## src/rtl/filter_window_ctrl_pkg.sv

```systemverilog
// ---------------------------------------------------------------------------
// filter_window_ctrl_pkg
// Shared video filter package: window-controller state encoding, the default
// operator (window) size and a small counter-width helper.
// ---------------------------------------------------------------------------
package filter_window_ctrl_pkg;

  // Controller states: waiting for a frame, filling the border rows, running
  // through the body of the frame, and the one-cycle end-of-frame marker.
  typedef enum logic [1:0] {
    ST_IDLE = 2'd0,
    ST_FILL = 2'd1,
    ST_RUN  = 2'd2,
    ST_DONE = 2'd3
  } win_state_t;

  localparam int DEFAULT_OPERATOR_SIZE = 3;

  // Width of a counter that must hold values 0..n-1; never narrower than 1 bit.
  function automatic int cnt_width(input int n);
    return (n > 1) ? $clog2(n) : 1;
  endfunction

endpackage

```

## src/rtl/filter_window_ctrl_line_len_checker.sv

```systemverilog
// ---------------------------------------------------------------------------
// line_len_checker
// Measures the length of every raw input active run and raises a sticky error
// when a run ends with a length other than VIDEO_WIDTH.
//
// Ports:
//   clk       - rising-edge clock
//   rst       - synchronous active-high reset
//   in_active - raw input data-enable
//   clr_err   - single-cycle clear of the sticky flag (a new error wins)
//   err_line  - sticky line-length error
// ---------------------------------------------------------------------------
module line_len_checker
  import filter_window_ctrl_pkg::*;
#(
  parameter int VIDEO_WIDTH = 1280
) (
  input  logic clk,
  input  logic rst,
  input  logic in_active,
  input  logic clr_err,
  output logic err_line
);

  localparam int RCW = cnt_width(VIDEO_WIDTH + 2);
  localparam logic [RCW-1:0] RUN_SAT  = RCW'(VIDEO_WIDTH + 1);
  localparam logic [RCW-1:0] RUN_GOOD = RCW'(VIDEO_WIDTH);

  logic [RCW-1:0] run_cnt;
  logic           active_prev;
  logic           line_bad;

  // The run count is only cleared in the cycle after the falling edge, so at
  // the edge it still holds the full length of the run that just ended.
  assign line_bad = active_prev && !in_active && (run_cnt != RUN_GOOD);

  // Run counter saturates one past the nominal width so that overlong lines
  // stay distinguishable from correct ones without wrapping.
  always_ff @(posedge clk) begin
    if (rst) begin
      run_cnt     <= '0;
      active_prev <= 1'b0;
      err_line    <= 1'b0;
    end else begin
      active_prev <= in_active;
      if (in_active) begin
        if (run_cnt != RUN_SAT) begin
          run_cnt <= run_cnt + 1'b1;
        end
      end else begin
        run_cnt <= '0;
      end
      if (line_bad) begin
        err_line <= 1'b1;
      end else if (clr_err) begin
        err_line <= 1'b0;
      end
    end
  end

endmodule

```

## src/rtl/filter_window_ctrl.sv

```systemverilog
// ---------------------------------------------------------------------------
// filter_window_ctrl
// Frame/window controller for a sliding-window video filter. Tracks the
// position of each kernel result within the frame, masks the border rows and
// columns that the window cannot fully cover, and produces registered output
// timing (data-enable, line and frame pulses, frame_done). Also reports
// sticky line-length and frame-sync errors.
//
// Ports:
//   clk, rst      - rising-edge clock, synchronous active-high reset
//   in_active     - raw input data-enable (line-length checking only)
//   in_vsync      - raw input frame sync, rising edge starts a frame
//   kernel_valid  - window-kernel result valid
//   kernel_data   - window-kernel result
//   clr_err       - clears sticky error flags
//   out_active    - registered output data-enable
//   out_data      - registered, border-masked output pixel
//   out_hsync     - pulse with last pixel of each output line
//   out_vsync     - pulse with last pixel of the frame
//   frame_done    - pulse one cycle after the frame's last pixel
//   err_line      - sticky: an input line had the wrong length
//   err_sync      - sticky: in_vsync rose before the frame completed
// ---------------------------------------------------------------------------
module filter_window_ctrl
  import filter_window_ctrl_pkg::*;
#(
  parameter int VIDEO_WIDTH      = 1280,
  parameter int VIDEO_HEIGHT     = 720,
  parameter int OPERATOR_SIZE    = DEFAULT_OPERATOR_SIZE,
  parameter int VIDEO_DATA_WIDTH = 8
) (
  input  logic                        clk,
  input  logic                        rst,
  input  logic                        in_active,
  input  logic                        in_vsync,
  input  logic                        kernel_valid,
  input  logic [VIDEO_DATA_WIDTH-1:0] kernel_data,
  input  logic                        clr_err,
  output logic                        out_active,
  output logic [VIDEO_DATA_WIDTH-1:0] out_data,
  output logic                        out_hsync,
  output logic                        out_vsync,
  output logic                        frame_done,
  output logic                        err_line,
  output logic                        err_sync
);

  localparam int CW = cnt_width(VIDEO_WIDTH);
  localparam int RW = cnt_width(VIDEO_HEIGHT);
  localparam logic [CW-1:0] COL_LAST   = CW'(VIDEO_WIDTH - 1);
  localparam logic [RW-1:0] ROW_LAST   = RW'(VIDEO_HEIGHT - 1);
  localparam logic [CW-1:0] COL_BORDER = CW'(OPERATOR_SIZE - 1);
  localparam logic [RW-1:0] ROW_BORDER = RW'(OPERATOR_SIZE - 1);

  win_state_t state, state_next;
  logic [CW-1:0] col, col_next;
  logic [RW-1:0] row, row_next;
  logic          vsync_prev;
  logic          vsync_rise;
  logic          accepting;
  logic          pixel_taken;
  logic          line_end;
  logic          frame_end;
  logic          in_border;
  logic          err_sync_next;

  logic                        active_d;
  logic [VIDEO_DATA_WIDTH-1:0] data_d;
  logic                        hsync_d;
  logic                        vsync_d;

  assign vsync_rise  = in_vsync && !vsync_prev;
  assign accepting   = (state == ST_FILL) || (state == ST_RUN);
  assign pixel_taken = accepting && kernel_valid;
  assign line_end    = (col == COL_LAST);
  assign frame_end   = line_end && (row == ROW_LAST);
  assign in_border   = (row < ROW_BORDER) || (col < COL_BORDER);

  // Next-state and position tracking. A sync rise while a frame is open
  // restarts the frame from FILL; in DONE the rise is deliberately ignored.
  always_comb begin
    state_next = state;
    col_next   = col;
    row_next   = row;
    case (state)
      ST_IDLE: begin
        if (vsync_rise) begin
          state_next = ST_FILL;
          col_next   = '0;
          row_next   = '0;
        end
      end
      ST_FILL, ST_RUN: begin
        if (vsync_rise) begin
          state_next = ST_FILL;
          col_next   = '0;
          row_next   = '0;
        end else if (kernel_valid) begin
          if (line_end) begin
            col_next = '0;
            if (row == ROW_LAST) begin
              row_next = '0;
              if (state == ST_RUN) begin
                state_next = ST_DONE;
              end
            end else begin
              row_next = row + 1'b1;
              if ((state == ST_FILL) && (row_next == ROW_BORDER)) begin
                state_next = ST_RUN;
              end
            end
          end else begin
            col_next = col + 1'b1;
          end
        end
      end
      ST_DONE: begin
        state_next = ST_IDLE;
      end
      default: begin
        state_next = ST_IDLE;
      end
    endcase
  end

  // Output values for the next cycle, taken from the position of the pixel
  // being accepted now (before any counter update or sync restart).
  always_comb begin
    active_d = pixel_taken;
    data_d   = '0;
    hsync_d  = pixel_taken && line_end;
    vsync_d  = pixel_taken && frame_end;
    if (pixel_taken && !in_border) begin
      data_d = kernel_data;
    end
    err_sync_next = err_sync;
    if (vsync_rise && accepting) begin
      err_sync_next = 1'b1;
    end else if (clr_err) begin
      err_sync_next = 1'b0;
    end
  end

  // State, position and registered outputs. frame_done is registered from the
  // DONE state so that it follows the frame's out_vsync by one cycle.
  always_ff @(posedge clk) begin
    if (rst) begin
      state      <= ST_IDLE;
      col        <= '0;
      row        <= '0;
      vsync_prev <= 1'b0;
      out_active <= 1'b0;
      out_data   <= '0;
      out_hsync  <= 1'b0;
      out_vsync  <= 1'b0;
      frame_done <= 1'b0;
      err_sync   <= 1'b0;
    end else begin
      state      <= state_next;
      col        <= col_next;
      row        <= row_next;
      vsync_prev <= in_vsync;
      out_active <= active_d;
      out_data   <= data_d;
      out_hsync  <= hsync_d;
      out_vsync  <= vsync_d;
      frame_done <= (state == ST_DONE);
      err_sync   <= err_sync_next;
    end
  end

  line_len_checker #(
    .VIDEO_WIDTH(VIDEO_WIDTH)
  ) u_line_len_checker (
    .clk      (clk),
    .rst      (rst),
    .in_active(in_active),
    .clr_err  (clr_err),
    .err_line (err_line)
  );

endmodule
```

## config.mk

```make
export PLATFORM = sky130hd
export DESIGN_NAME = filter_window_ctrl
export DESIGN_NICKNAME = d
export VERILOG_FILES = /design/src/rtl/filter_window_ctrl_pkg.sv /design/src/rtl/filter_window_ctrl_line_len_checker.sv /design/src/rtl/filter_window_ctrl.sv
export SDC_FILE = /design/constraint.sdc
export NUM_CORES = 1
export LEC_CHECK = 0
export ABC_AREA = 1
export BUFFER_PORTS_ARGS = -buffer_cell sky130_fd_sc_hd__buf_2
export CORE_MARGIN = 2
export CORE_UTILIZATION = 60
export CTS_BUF_LIST = sky130_fd_sc_hd__clkbuf_8
export DETAILED_ROUTE_END_ITERATION = 8
export PLACE_DENSITY = 0.81
export SLEW_MARGIN = 20
export SYNTH_ARGS = -nofsm -noshare
export SYNTH_HDL_FRONTEND = slang
export SYNTH_SLANG_ARGS = --single-unit
```

## constraint.sdc

```tcl
create_clock -name clk -period 3.15 [get_ports clk]
set_input_delay 0.4725 -clock clk [delete_from_list [all_inputs] [get_ports clk]]
set_output_delay 0.4725 -clock clk [all_outputs]
set_load 0.05 [all_outputs]
```

Word level (Yosys, flattened, before mapping)
Cells that the tools add are included.
Widths: inputs -> output; s select.
- bits in registers: 50
- output and inout bits: 14
- logic and storage cells: 80
- add/subtract/negate cells: 3
- $lt $le $gt $ge: 2
- eq/ne operators: 13
- multiplexer cells: 22
- bitwise gates (word level): 2
- reductions and logical operators: 25
- operators with widths (kind ; number):
    $mux 10 ; 5
    $mux 11 ; 4
    $add 11x1->11 const B ; 2
    $ne 11x11->1 const B ; 2
    $pmux 11 s2 ; 1
    $pmux 10 s2 ; 1
    $mux 2 ; 7
    $eq 11x11->1 const B ; 1
    $lt 11x2->1 const B ; 1
    $add 10x1->10 const B ; 1
    $eq 10x10->1 const B ; 1
    $eq 10x2->1 const B ; 1
    $logic_and 1x1->1 ; 10
    $lt 10x2->1 const B ; 1
    $ne 4x4->1 const B ; 2
    $ne 3x3->1 const B ; 2
    $pmux 2 s3 ; 1
    $reduce_bool 2->1 ; 3
    $reduce_or 2->1 ; 3
    $reduce_and 5->1 ; 1
    $eq 2x2->1 const B ; 2
    $reduce_and 4->1 ; 1
    $logic_not 1->1 ; 3
    $mux 1 ; 3
    6 further kinds ; 8

Logic depth before layout (Yosys ltp)
- word-level depth: 9
- gate-level depth with buffers: 15
- mapped depth without buffers: 15

Cells and area by module
From an unflattened synthesis, not the netlist that was laid out.
- cells, all modules: 356
- area, all modules: 2504.9 um^2
- by module, submodules not included (module ; instances ; cells each ; area an instance (um^2) ; sequential area each (um^2)):
    filter_window_ctrl ; 1 ; 261 ; 1849.3 ; 740.7
    line_len_checker ; 1 ; 95 ; 655.6 ; 260.2

Least setup slack after synthesis
Ideal clock, no wire load.
- path type: register to register
- from: register state[0]
- to: register row[9]
- setup time: 0.079 ns
- arrival: 1.606 ns
- setup slack: 1.465 ns
- stages on the path, launching flop included: 11
- path buffers: 1
- cell sequence: dfxtp_1 inv_1 ha_1 inv_1 nand2_1 o21ai_4 inv_1 nand2_4 nand2_4 buf_6 a22oi_1
- cells in the longest elaborated chain, start to end: 4
- elaborated cells on any way between the ends: 10
- ends and longest elaborated chain (what ; RTL line ; source):
    start: declaration ; filter_window_ctrl.sv:55 ; win_state_t state, state_next;
    start signal: assignment ; filter_window_ctrl.sv:159 ; state <= state_next;
    $eq 2x2->1 / $eq 2x1->1 (equally long branches) ; filter_window_ctrl.sv:85 ; case (state)
    $reduce_or 2->1 ; filter_window_ctrl.sv:85 ;
    $ne 3x3->1 (no line) / $reduce_bool 2->1 (equally long branches) ; n/a ;
    $reduce_and 4->1 (no line) ; n/a ;
    end signal: assignment ; filter_window_ctrl.sv:161 ; row <= row_next;
    end: declaration ; filter_window_ctrl.sv:57 ; logic [RW-1:0] row, row_next;
Parallel ways exist; a longest one is shown, timed or not.
A chain may end at the register's enable or synchronous reset.

Worst setup path in the final report
- from: register state[1]
- to: register row[3]
The elaborated chain is that of the path after synthesis.

==> key figures <==
Run status
  – Status: complete, no violations

Timing
  – Worst rel slew slack: 45.9%
  – Max-slew violation count: 0
  – RSZ-0062 raised after global routing: false
  – Final setup violation count: 0
  – Worst-margin pin slew: 803 ps
  – Period Utilization, post-route: 60.0%
  – TNS Setup: 0 ps
  – Hold Vio Cnt, Final: 0
  – FMAX: 529 MHz
  – Min Tclk post-route: 1890 ps
  – Clock Skews: 6.79 ps

Yosys
  – Synth top area cells: dfxtp_1 40%, nand2_1 9.5%, inv_1 9.1%, nor2_1 8.0%, ha_1 5.0%
  – Sequential share of the synthesized area: 40.3%
  – FF+latch count, synth: 50
  – Top cell type's share of synthesized area: 40.3%
  – Complex-gate fraction of the synthesized area: 13.0%
  – Largest family of logic cells by synthesized area: simple AND/OR/NAND/NOR gates
  – Simple logic cell fraction of the synthesized area: 29.6%
  – Mapped Cells: 342
  – Yosys top cell by area: dfxtp_1
  – Syn nets: 366
  – Synth Area in XOR/XNOR: 1.76%
  – Mux cell area share after synthesis: 0%
  – Avg Inst Size Synth: 7.27 um2
  – Synth unique cells: 32
  – Netlist Area Pre-Place: 0.00249 mm2
  – Adder-cell share of the synthesized area: 5.03%
  – Yosys warning total: 0

Die
  – I/O pins: 28
  – Die Area: 0.00467 mm2
  – Core ar.: 0.00400 mm2
  – Horiz. Die Dim: 68.4 um
  – Initial Util: 62.2%
  – Num rows: 23
  – Chip Height: 68.4 um

Setup path
  – CP endpoint kind: flop
  – CP max-delay cell: dfxtp_1
  – CP Launch Type: flop
  – Crit-path cells: inv_1 -> ha_1 -> inv_1 -> nand2_1 -> o21ai_4 -> inv_1 -> nand2_4 -> nand2_4 -> o21ai_0
  – Crit Path Class: flop to flop
  – Worst Path Max Fanout: 17
  – CP arrival: 2110 ps
  – Worst R2R Start: state[1]$_SDFFE_PP0P_
  – Crit path top cell by count: inv_1
  – R2R setup slack: 1260 ps
  – Crit path required time: 3370 ps
  – Largest stage delay on the critical path: 380 ps
  – R2R Path End: row[3]$_SDFFE_PP0P_
  – Reg2reg path depth: 9
  – Setup crit end: row[3]$_SDFFE_PP0P_
  – Critical path startpoint: state[1]$_SDFFE_PP0P_

Flow run
  – MaxCap Viol Count: 0

Power and ir drop
  – Pwr per Cell Area: 626 mW/mm2
  – Leakage power: 1.24 nW
  – Worst VDD drop: 284 uV

Clock network
  – Post-CTS Setup Repair Bufs: 0
  – CTS sink cnt: 50
  – # hold bufs at CTS: 0
  – Htree depth: 2
  – Clock slew at reported path FFs: 90 ps
  – Post_cts resized: 0
  – Root buffer cell: clkbuf_8
  – Clock Latency Late Sink: 300 ps
  – Bufs on Longest Clock Path: 2
  – CTS buffer count: 5
  – CTS tree: yes

Global route
  – Gr usage total: 21.7%
  – Vias in the first global route: 1844
  – Global-route wire length before repair: 7700 um
  – Grt total ovfl: 0
  – Largest net degree at the start of global routing: 18
  – Initial antenna violation count: 0

Placement
  – GP Congestion: 0.847
  – Post-DP HPWL: 3750 um
  – Dpl cell area: 0.00267 mm2
  – Port buffer count: 27

Finish
  – Antenna Cells: 0
  – Post-route cell area: 0.00281 mm2
  – Layout area overhead: 13.0%
  – # nets final: 398
  – Layout cell share with drive strength beyond 1: 16.0%
  – Layout Utilization: 70.3%
  – Fillers: 331

Route
  – Starting DRT DRC Count: 172
  – DRC errors left: 0
  – Total Wirelength: 4880 um
  – Vias per cell: 5.10
  – Antenna violation net count after detailed routing: 0
  – DR WL/cell: 11.5 um
  – DR vias: 2169
  – Drt first pass iters: 5

Min path
  – Hold WC Path Type: input port to flop
==> cell usage after synthesis, drive strengths merged <==
cell type  count
nor3b          1
nor4           1
inv           64
dfxtp         50
a22oi          2
a31oi          1
nand4          7
nand2         68
nand3         19
o21ai         17
buf            2
xor2           5
ha            10
nor2          57
a21oi         18
o41ai          1
o31ai          1
o22ai          6
nand3b         1
a211oi         1
a2111oi        1
nor3           9
==> state kept, by name (all words and copies together), names as in the netlist <==
name	count
out_hsync	1
out_data	8
row	10
err_sync	1
u_line_len_checker.active_prev	1
vsync_prev	1
frame_done	1
state	2
col	11
out_vsync	1
out_active	1
u_line_len_checker.run_cnt	11
u_line_len_checker.err_line	1
==> worst max-delay path: cells and delay by family (launching register included) <==
kind                       cells  cell delay [ps]
buffers and inverters          3              360
DFF                            1              380
adders and majority gates      1              290
and+or+nand+nor                3              420
AOI/OAI and AO/OA              2              360
==> where the power goes <==
group          internal [W]  switching [W]
clock network      0.000339       0.000208
logic              0.000152       0.000337
registers          0.000679      0.0000442
total               0.00117       0.000589
==> through the flow <==
stage	power [W]	hold WS, ps	worst slack [ps]	instances
2_1_floorplan	0.00112	442	1470	342
3_3_place_gp	0.00121	450	1330	417
3_5_place_dp	0.00122	460	1290	417
6_report	0.00176	374	1260	425
4_1_cts	0.00177	368	1260	425
5_1_grt	0.00186	375	1050	425
==> cells in the final DEF (no fill, tap or decap) <==
| cell | Yosys | routed |
|---|---|---|
| ha_1 | 10 | 10 |
| a21oi_1 | 18 | 18 |
| nand2_2 | 3 | 3 |
| nor2_2 | 3 | 3 |
| o31ai_1 | 1 | 1 |
| nor2_1 | 53 | 53 |
| inv_2 | 4 | 4 |
| o21ai_4 | 1 | 1 |
| nor3_4 | 1 | 1 |
| nand2_4 | 2 | 2 |
| nor3b_1 | 1 | 1 |
| nand3b_2 | 1 | 1 |
| a22oi_1 | 2 | 2 |
| nor4_1 | 1 | 1 |
| bufinv_16 | 0 | 2 |
| a2111oi_0 | 1 | 1 |
| nor3_1 | 7 | 7 |
| nand3_2 | 1 | 1 |
| nor2_4 | 1 | 1 |
| clkbuf_8 | 0 | 6 |
| nand3_1 | 18 | 18 |
| nor3_2 | 1 | 1 |
| o21ai_0 | 16 | 16 |
| dfxtp_1 | 50 | 50 |
| inv_1 | 60 | 60 |
| xor2_1 | 5 | 5 |
| buf_2 | 1 | 27 |
| o41ai_2 | 1 | 1 |
| o22ai_2 | 6 | 6 |
| nand4_1 | 7 | 7 |
| nand2_1 | 63 | 63 |
| a31oi_1 | 1 | 1 |
| a211oi_1 | 1 | 1 |
==> worst min-delay path by stage <==
| stage | from | to | slack [ps] | cells after the start |
|---|---|---|---|---|
| floorplan | u_line_len_checker.active_prev$_SDFF_PP0_ | u_line_len_checker.err_line$_SDFFE_PP0P_ | 440 | 2 |
| global placement | u_line_len_checker.err_line$_SDFFE_PP0P_ | u_line_len_checker.err_line$_SDFFE_PP0P_ | 450 | 2 |
| detailed placement | u_line_len_checker.err_line$_SDFFE_PP0P_ | u_line_len_checker.err_line$_SDFFE_PP0P_ | 460 | 2 |
| CTS | kernel_data[1] | out_data[1]$_SDFF_PP0_ | 370 | 3 |
| global route | kernel_data[7] | out_data[7]$_SDFF_PP0_ | 380 | 3 |
| finish | kernel_data[1] | out_data[1]$_SDFF_PP0_ | 370 | 3 |
==> routing by layer <==
metal	wire (um)	part of all wire [%]	global-route usage, %
met5	0	0	0
met1	2310	47	27.4
met2	2250	46	36.0
met4	42	0.86	7.00
met3	268	5.5	5.59
==> logic make-up after synthesis <==
kind of cell	Yosys count
and+or+nand+nor	163
DFF	50
xor gates and xnor gates	5
AOI/OAI and AO/OA	48
adders and majority gates	10
buffers and inverters	66
==> area by class of cell <==
class	instances	area, um2	area share [%]
clock buffer	6	82.6	2.94
clock inverter	2	60.1	2.14
inverter	64	240	8.55
multi-input combinational	226	1230	43.7
sequential	50	1000	35.6
tap	50	62.6	2.23
timing repair buffer	27	135	4.81
Note: power is estimated with default switching activity, not from simulation.
